### config.mk
export PLATFORM = sky130hd
export DESIGN_NAME = gpr_wb_ctrl_flat
export DESIGN_NICKNAME = d
export VERILOG_FILES = /design/src/rtl/gpr_pkg.sv /design/src/rtl/gpr_wb_ctrl_if.sv /design/src/rtl/wb_fifo.sv /design/src/rtl/gpr_wb_ctrl.sv /design/src/flat_wrapper.sv
export SDC_FILE = /design/constraint.sdc
export NUM_CORES = 1
export LEC_CHECK = 0
export ABC_AREA = 1
export CELL_PAD_IN_SITES_DETAIL_PLACEMENT = 0
export CELL_PAD_IN_SITES_GLOBAL_PLACEMENT = 1
export CORE_MARGIN = 2
export CORE_UTILIZATION = 43
export CTS_CLUSTER_SIZE = 30
export DETAILED_ROUTE_END_ITERATION = 7
export GPL_ROUTABILITY_DRIVEN = 0
export PLACE_DENSITY = 0.92
export SLEW_MARGIN = 10
export SYNTH_ARGS = -nofsm -noshare
export SYNTH_HDL_FRONTEND = slang
export SYNTH_HIERARCHICAL = 1
export SYNTH_SLANG_ARGS = --single-unit
### constraint.sdc
create_clock -name WrClk -period 7.38 [get_ports WrClk]
set_input_delay 1.107 -clock WrClk [delete_from_list [all_inputs] [get_ports WrClk]]
set_output_delay 1.107 -clock WrClk [all_outputs]
set_load 0.1 [all_outputs]
### src/rtl/gpr_pkg.sv
// Shared types and sizes for the GPR writeback path.
package gpr_pkg;

  localparam int XLEN   = 32;
  localparam int NREG   = 32;
  localparam int REG_AW = 5;
  localparam int ALU_FIFO_DEPTH_DEF = 2;

  typedef logic [REG_AW-1:0] reg_addr_t;
  typedef logic [XLEN-1:0]   reg_data_t;

  typedef struct packed {
    reg_addr_t rd;
    reg_data_t data;
  } wb_req_t;

endpackage

### src/rtl/gpr_wb_ctrl_if.sv
// Decoder/ALU/LSU side of the GPR writeback controller, plus the GPR write port.
interface gpr_wb_ctrl_if;
  import gpr_pkg::*;

  logic      iss_valid;
  reg_addr_t iss_rd;
  logic      iss_ready;

  logic      alu_valid;
  reg_addr_t alu_rd;
  reg_data_t alu_data;
  logic      alu_ready;

  logic      lsu_valid;
  reg_addr_t lsu_rd;
  reg_data_t lsu_data;
  logic      lsu_ready;

  reg_addr_t Ra;
  reg_addr_t Rb;
  logic      hazA;
  logic      hazB;

  logic      RegWr;
  reg_addr_t Rw;
  reg_data_t busW;
  logic      sb_err;

  modport master (
    output iss_valid, iss_rd,
    output alu_valid, alu_rd, alu_data,
    output lsu_valid, lsu_rd, lsu_data,
    output Ra, Rb,
    input  iss_ready, alu_ready, lsu_ready,
    input  hazA, hazB,
    input  RegWr, Rw, busW, sb_err
  );

  modport slave (
    input  iss_valid, iss_rd,
    input  alu_valid, alu_rd, alu_data,
    input  lsu_valid, lsu_rd, lsu_data,
    input  Ra, Rb,
    output iss_ready, alu_ready, lsu_ready,
    output hazA, hazB,
    output RegWr, Rw, busW, sb_err
  );

endinterface

### src/rtl/wb_fifo.sv
// In-order skid buffer for ALU writeback requests.
// Accepts a push while full as long as the head pops at the same edge.
module wb_fifo
  import gpr_pkg::*;
#(
  parameter int DEPTH = 2
) (
  input  logic    i_clk,
  input  logic    i_rst,
  input  logic    i_push,
  input  logic    i_pop,
  input  wb_req_t i_data,
  output wb_req_t o_head,
  output logic    o_full,
  output logic    o_empty
);

  localparam int AW = $clog2(DEPTH);

  wb_req_t       r_mem [DEPTH];
  logic [AW:0]   r_wr_ptr;
  logic [AW:0]   r_rd_ptr;
  logic          w_do_push;
  logic          w_do_pop;

  // Extra pointer MSB distinguishes full from empty when the indices match.
  assign o_empty   = (r_wr_ptr == r_rd_ptr);
  assign o_full    = (r_wr_ptr[AW] != r_rd_ptr[AW]) &&
                     (r_wr_ptr[AW-1:0] == r_rd_ptr[AW-1:0]);
  assign w_do_pop  = i_pop && !o_empty;
  assign w_do_push = i_push && (!o_full || w_do_pop);
  assign o_head    = r_mem[r_rd_ptr[AW-1:0]];

  always_ff @(posedge i_clk) begin
    if (i_rst) begin
      r_wr_ptr <= '0;
      r_rd_ptr <= '0;
    end else begin
      if (w_do_push) r_wr_ptr <= r_wr_ptr + (AW+1)'(1);
      if (w_do_pop)  r_rd_ptr <= r_rd_ptr + (AW+1)'(1);
    end
  end

  always_ff @(posedge i_clk) begin
    if (w_do_push) r_mem[r_wr_ptr[AW-1:0]] <= i_data;
  end

endmodule

### src/rtl/gpr_wb_ctrl.sv
// GPR write-port controller: merges LSU and ALU results into one registered write
// per cycle and keeps the per-register busy scoreboard that drives the read hazards.
module gpr_wb_ctrl
  import gpr_pkg::*;
#(
  parameter int ALU_FIFO_DEPTH = ALU_FIFO_DEPTH_DEF
) (
  input  logic         WrClk,
  input  logic         rst,
  gpr_wb_ctrl_if.slave bus
);

  logic [NREG-1:0] r_busy;
  logic            r_regwr;
  reg_addr_t       r_rw;
  reg_data_t       r_busw;
  logic            r_sb_err;

  logic [NREG-1:0] w_busy_nxt;
  logic            w_iss_acc;
  logic            w_alu_acc;
  logic            w_bypass;
  logic            w_push;
  logic            w_pop;
  logic            w_fifo_full;
  logic            w_fifo_empty;
  logic            w_sel_valid;
  wb_req_t         w_sel;
  wb_req_t         w_alu_req;
  wb_req_t         w_lsu_req;
  wb_req_t         w_head;

  assign w_alu_req = '{rd: bus.alu_rd, data: bus.alu_data};
  assign w_lsu_req = '{rd: bus.lsu_rd, data: bus.lsu_data};

  assign bus.iss_ready = !rst && !r_busy[bus.iss_rd];
  assign bus.alu_ready = !rst && !w_fifo_full;
  assign bus.lsu_ready = !rst;

  assign w_iss_acc = bus.iss_valid && bus.iss_ready;
  assign w_alu_acc = bus.alu_valid && bus.alu_ready;

  // The ALU result skips the queue only when nothing older or higher-priority competes.
  assign w_bypass = w_alu_acc && w_fifo_empty && !bus.lsu_valid;
  assign w_push   = w_alu_acc && !w_bypass;
  assign w_pop    = !w_fifo_empty && !bus.lsu_valid;

  wb_fifo #(
    .DEPTH (ALU_FIFO_DEPTH)
  ) u_alu_fifo (
    .i_clk   (WrClk),
    .i_rst   (rst),
    .i_push  (w_push),
    .i_pop   (w_pop),
    .i_data  (w_alu_req),
    .o_head  (w_head),
    .o_full  (w_fifo_full),
    .o_empty (w_fifo_empty)
  );

  always_comb begin
    w_sel_valid = 1'b0;
    w_sel       = '0;
    if (bus.lsu_valid) begin
      w_sel_valid = 1'b1;
      w_sel       = w_lsu_req;
    end else if (!w_fifo_empty) begin
      w_sel_valid = 1'b1;
      w_sel       = w_head;
    end else if (w_alu_acc) begin
      w_sel_valid = 1'b1;
      w_sel       = w_alu_req;
    end
  end

  // Retirement clears first so a same-edge issue to the same register wins.
  always_comb begin
    w_busy_nxt = r_busy;
    if (r_regwr) w_busy_nxt[r_rw] = 1'b0;
    if (w_iss_acc) w_busy_nxt[bus.iss_rd] = 1'b1;
    w_busy_nxt[0] = 1'b0;
  end

  always_ff @(posedge WrClk) begin
    if (rst) begin
      r_busy   <= '0;
      r_regwr  <= 1'b0;
      r_rw     <= '0;
      r_busw   <= '0;
      r_sb_err <= 1'b0;
    end else begin
      r_busy <= w_busy_nxt;
      if (w_sel_valid && (w_sel.rd != '0)) begin
        r_regwr <= 1'b1;
        r_rw    <= w_sel.rd;
        r_busw  <= w_sel.data;
        if (!r_busy[w_sel.rd]) r_sb_err <= 1'b1;
      end else begin
        r_regwr <= 1'b0;
      end
    end
  end

  // No bypass: a reader stalls through the retiring cycle itself.
  assign bus.hazA = (bus.Ra != '0) && r_busy[bus.Ra];
  assign bus.hazB = (bus.Rb != '0) && r_busy[bus.Rb];

  assign bus.RegWr  = r_regwr;
  assign bus.Rw     = r_rw;
  assign bus.busW   = r_busw;
  assign bus.sb_err = r_sb_err;

endmodule

### src/flat_wrapper.sv
// flat-port wrapper written by rule: the top's interface ports become plain ports
module gpr_wb_ctrl_flat import gpr_pkg::*;
#(
  parameter int ALU_FIFO_DEPTH = ALU_FIFO_DEPTH_DEF
)
  (WrClk, rst, bus_iss_valid, bus_iss_rd, bus_alu_valid, bus_alu_rd, bus_alu_data, bus_lsu_valid, bus_lsu_rd, bus_lsu_data, bus_Ra, bus_Rb, bus_iss_ready, bus_alu_ready, bus_lsu_ready, bus_hazA, bus_hazB, bus_RegWr, bus_Rw, bus_busW, bus_sb_err);
  gpr_wb_ctrl_if bus_i ();
  input  logic WrClk;
  input  logic rst;
  input wire logic [$bits(bus_i.iss_valid)-1:0] bus_iss_valid;
  input wire logic [$bits(bus_i.iss_rd)-1:0] bus_iss_rd;
  input wire logic [$bits(bus_i.alu_valid)-1:0] bus_alu_valid;
  input wire logic [$bits(bus_i.alu_rd)-1:0] bus_alu_rd;
  input wire logic [$bits(bus_i.alu_data)-1:0] bus_alu_data;
  input wire logic [$bits(bus_i.lsu_valid)-1:0] bus_lsu_valid;
  input wire logic [$bits(bus_i.lsu_rd)-1:0] bus_lsu_rd;
  input wire logic [$bits(bus_i.lsu_data)-1:0] bus_lsu_data;
  input wire logic [$bits(bus_i.Ra)-1:0] bus_Ra;
  input wire logic [$bits(bus_i.Rb)-1:0] bus_Rb;
  output wire logic [$bits(bus_i.iss_ready)-1:0] bus_iss_ready;
  output wire logic [$bits(bus_i.alu_ready)-1:0] bus_alu_ready;
  output wire logic [$bits(bus_i.lsu_ready)-1:0] bus_lsu_ready;
  output wire logic [$bits(bus_i.hazA)-1:0] bus_hazA;
  output wire logic [$bits(bus_i.hazB)-1:0] bus_hazB;
  output wire logic [$bits(bus_i.RegWr)-1:0] bus_RegWr;
  output wire logic [$bits(bus_i.Rw)-1:0] bus_Rw;
  output wire logic [$bits(bus_i.busW)-1:0] bus_busW;
  output wire logic [$bits(bus_i.sb_err)-1:0] bus_sb_err;
  assign bus_i.iss_valid = bus_iss_valid;
  assign bus_i.iss_rd = bus_iss_rd;
  assign bus_i.alu_valid = bus_alu_valid;
  assign bus_i.alu_rd = bus_alu_rd;
  assign bus_i.alu_data = bus_alu_data;
  assign bus_i.lsu_valid = bus_lsu_valid;
  assign bus_i.lsu_rd = bus_lsu_rd;
  assign bus_i.lsu_data = bus_lsu_data;
  assign bus_i.Ra = bus_Ra;
  assign bus_i.Rb = bus_Rb;
  assign bus_iss_ready = bus_i.iss_ready;
  assign bus_alu_ready = bus_i.alu_ready;
  assign bus_lsu_ready = bus_i.lsu_ready;
  assign bus_hazA = bus_i.hazA;
  assign bus_hazB = bus_i.hazB;
  assign bus_RegWr = bus_i.RegWr;
  assign bus_Rw = bus_i.Rw;
  assign bus_busW = bus_i.busW;
  assign bus_sb_err = bus_i.sb_err;
  gpr_wb_ctrl #(.ALU_FIFO_DEPTH(ALU_FIFO_DEPTH)) u_core (.WrClk(WrClk), .rst(rst), .bus(bus_i));
endmodule
==> run metrics <==
outcome finished clean; die area 18,650 um^2; most frequent cell after synthesis nand3_1; clk sink count 149; slowest stage delay, CP 1.15 ns; fin cells 1,217; vias in the first global route 6,544; Post-synth EDFFs 74; total CTS buffers 17; flop-to-flop setup slack 3.74 ns; DR vias 7,028; predominant post-synthesis flop cell dfxtp_1; #FFs+latches synth 149; CP bufs+invs 3; Buffers on Ports 137; Post-Syn Nets 961; Leak 3.335 nW; Reg2Reg Depth 15; Top delay family on crit path buffers and inverters; largest net degree at the start of global routing 39; worst r2r src u_core/u_alu_fifo/r_wr_ptr[0]; HP Class register to register; WP data required 6.27 ns; CTS tree yes; share of layout cells above drive strength 1 0.1039; num ports 138; Power, Total 2.265 mW; combinational power share 0.212; DRC marker count from the first detailed-route iteration 737; Synth Warn # 6; post-CTS setup buffers 0; worst-path fanout max 17; wire length per cell 18.70 um; Reg power frac 0.408; Int Power 1.527 mW; final critical-path share of the clock period 0.6967; core area 17,240 um^2; Worst-path clk slew 0.07 ns; Net Sw Frac 0.3262; hold_buf cts 0; power per cell area 236.0 nW/um^2; hold path endpoint u_core/bus.sb_err; share of the synthesized area in the top cell type 0.2940; FMAX 194.5 MHz; leading area contributor after synthesis edfxtp_1; cell total after placement 1,184; Async SR Flop Fraction 0; cell count after synthesis 867; Seq/Total Area, Yosys 0.4927; grt total ovfl 0; crit-path cells clkdlybuf4s50_1 -> inv_1 -> a21oi_1 -> o21ai_0 -> nand3_1 -> nand3_1 -> nand3_1 -> nor2_1 -> a41oi_1 -> clkdlybuf4s50_1; Setup violations, final 0; Rows 48; CTS max path bufs 2; fin crit period 5.142 ns; CTS Root Cell clkbuf_16; clock network fraction of total power 0.380; fin nets 1,072; WP data arrival 4.03 ns; measured slew at the worst slew-check pin 1.155 ns; height of the die 136.6 um; Worst setup EP type output port; Area Growth Syn to Fin 27.02%; Initial Util 0.4384; initial antenna violation count 1; cts repair resizes 0; Total GRT Usage 0.2463; Die X-Extent 136.6 um; drc violations 0; Max-Cap Viols 0; largest cells by area after synthesis edfxtp_1 (29%), dfxtp_1 (20%), nand3_1 (7.9%); Peak VDD IR 0.1846 mV; Clk Latency, worst-skew pair 0.43 ns; Reg-to-Reg End u_core/bus.busW[7]; Hold Fails Final Rpt 0; via/cell ratio 5.775; DRT Pass-1 Iters 8; Mapped Area 7557 um^2; Synth Area per Inst 8.717 um^2; crit path launch type input pin; commonest cells in the netlist nand3_1 (120), o21ai_0 (83), inv_1 (77); setup TNS 0 ns; Worst slew margin 0.2283; unrepaired setup endpoints after global routing false; synth unique cells 33; HPWL Detailed 15,040 um; Slowest-stage cell, CP clkdlybuf4s50_1; Worst path most repeated cell nand3_1; H-tree depth 4; HP Start u_core/bus.sb_err; fin. max-slew vios 0; Hold Path Depth 2; Routed WL 22,760 um; type of the worst setup path input pin to output port; Net Sw Power 0.7389 mW; first-pass GRT wire length 35,190 um; Routed Antenna Nets 0; Clock Skews 0.01172 ns
-- cells by family (layout without fill, tap and decap cells) --
logic type | Yosys count | after routing | share of synthesized area
AND/OR/NAND/NOR | 286 | 286 | 0.1775
flip-flops | 149 | 149 | 0.4927
other | 0 | 1 | 0
XOR/XNOR | 2 | 2 | 0.002318
buffers and inverters | 134 | 258 | 0.07715
multiplexers | 37 | 37 | 0.05513
AO/OA/AOI/OAI | 259 | 259 | 0.1952
-- area by class of cell --
cell class              instances  area [um^2]
inverters                      81        304.0
flip-flops and latches        149         3725
well taps                     225        281.5
multi-input cells             584         3266
clock inverters                15        163.9
fillers                      1585         7637
diodes                          1        2.502
repair buffers                145         1431
clock buffers                  17        425.4
-- power groups by stage --
stage                     registers [mW]  clock network (mW)  logic (mW)
after global routing               0.928               0.902       0.509
final                              0.924               0.861       0.480
after floorplan                     1.09                   0       0.177
after detailed placement           0.941                   0       0.476
after CTS                          0.924               0.870       0.478
after global placement             0.940                   0       0.474
-- worst max path at each step --
stage	from	end	cells after the start
6_report	bus_Rb[0]	bus_hazB	10
5_1_grt	bus_Rb[0]	bus_hazB	10
4_1_cts	bus_Rb[0]	bus_hazB	10
3_5_place_dp	bus_Rb[0]	bus_hazB	10
3_3_place_gp	bus_Ra[0]	bus_hazA	10
2_1_floorplan	bus_Ra[1]	bus_hazA	9
-- flip-flops by register name, summed over array words and instances (netlist names), named ones only --
| name | cells |
|---|---|
| u_core/bus.Rw | 5 |
| u_core/u_alu_fifo/r_wr_ptr | 2 |
| u_core/bus.sb_err | 1 |
| u_core/r_busy | 31 |
| u_core/bus.busW | 32 |
| u_core/u_alu_fifo/r_mem | 74 |
| u_core/u_alu_fifo/r_rd_ptr | 2 |
| u_core/bus.RegWr | 1 |
-- worst register-to-register path: stages (launching register included) --
cell	delay (ns)
dfxtp_1	0.48
inv_1	0.07
nand2_1	0.10
nand2_2	0.08
nand2_2	0.10
inv_1	0.10
nor2_4	0.46
buf_4	0.41
inv_1	0.09
o211ai_1	0.19
a21oi_1	0.08
inv_1	0.15
nand3_2	0.47
buf_4	0.47
o21ai_1	0.19
a31oi_1	0.07
-- through the flow --
stage               utilization  hold slack, ns  cell area, um^2  setup slack (ns)
finish                   0.5569          0.4755             9599             2.238
global route             0.5569          0.4958             9599             1.952
CTS                      0.5568          0.4759             9597             2.278
detailed placement       0.5226          0.4641             9007             2.282
global placement         0.5226          0.4382             9007             2.312
floorplan                     -          0.4539             7557             2.782
-- layout by cell type (no fill, tap or decap), drive strengths merged --
cell type      instances
a21boi                 1
a21oi                 76
a22oi                 36
a31oi                 32
a41oi                  2
buf                    8
bufinv                 1
clkbuf                17
clkdlybuf4s50        137
clkinv                 4
clkinvlp               1
dfxtp                 75
diode                  1
edfxtp                74
inv                   90
mux2                  37
nand2                 81
nand3                124
nand4                 15
nor2                  56
nor3                   8
o211ai                 1
o21ai                 98
o221ai                 1
o22ai                 10
o31ai                  2
or2                    2
xor2                   2
-- per-layer routing --
layer | up-vias | global-route usage | share of wire
met1 | 3337 | 0.3299 | 0.42
met2 | 307 | 0.3906 | 0.47
met3 | 45 | 0.05481 | 0.083
li1 | 3339 | - | -
met5 | - | 0 | 0
met4 | 0 | 0.09201 | 0.026
No activity file was read; power rests on OpenSTA's default activity.
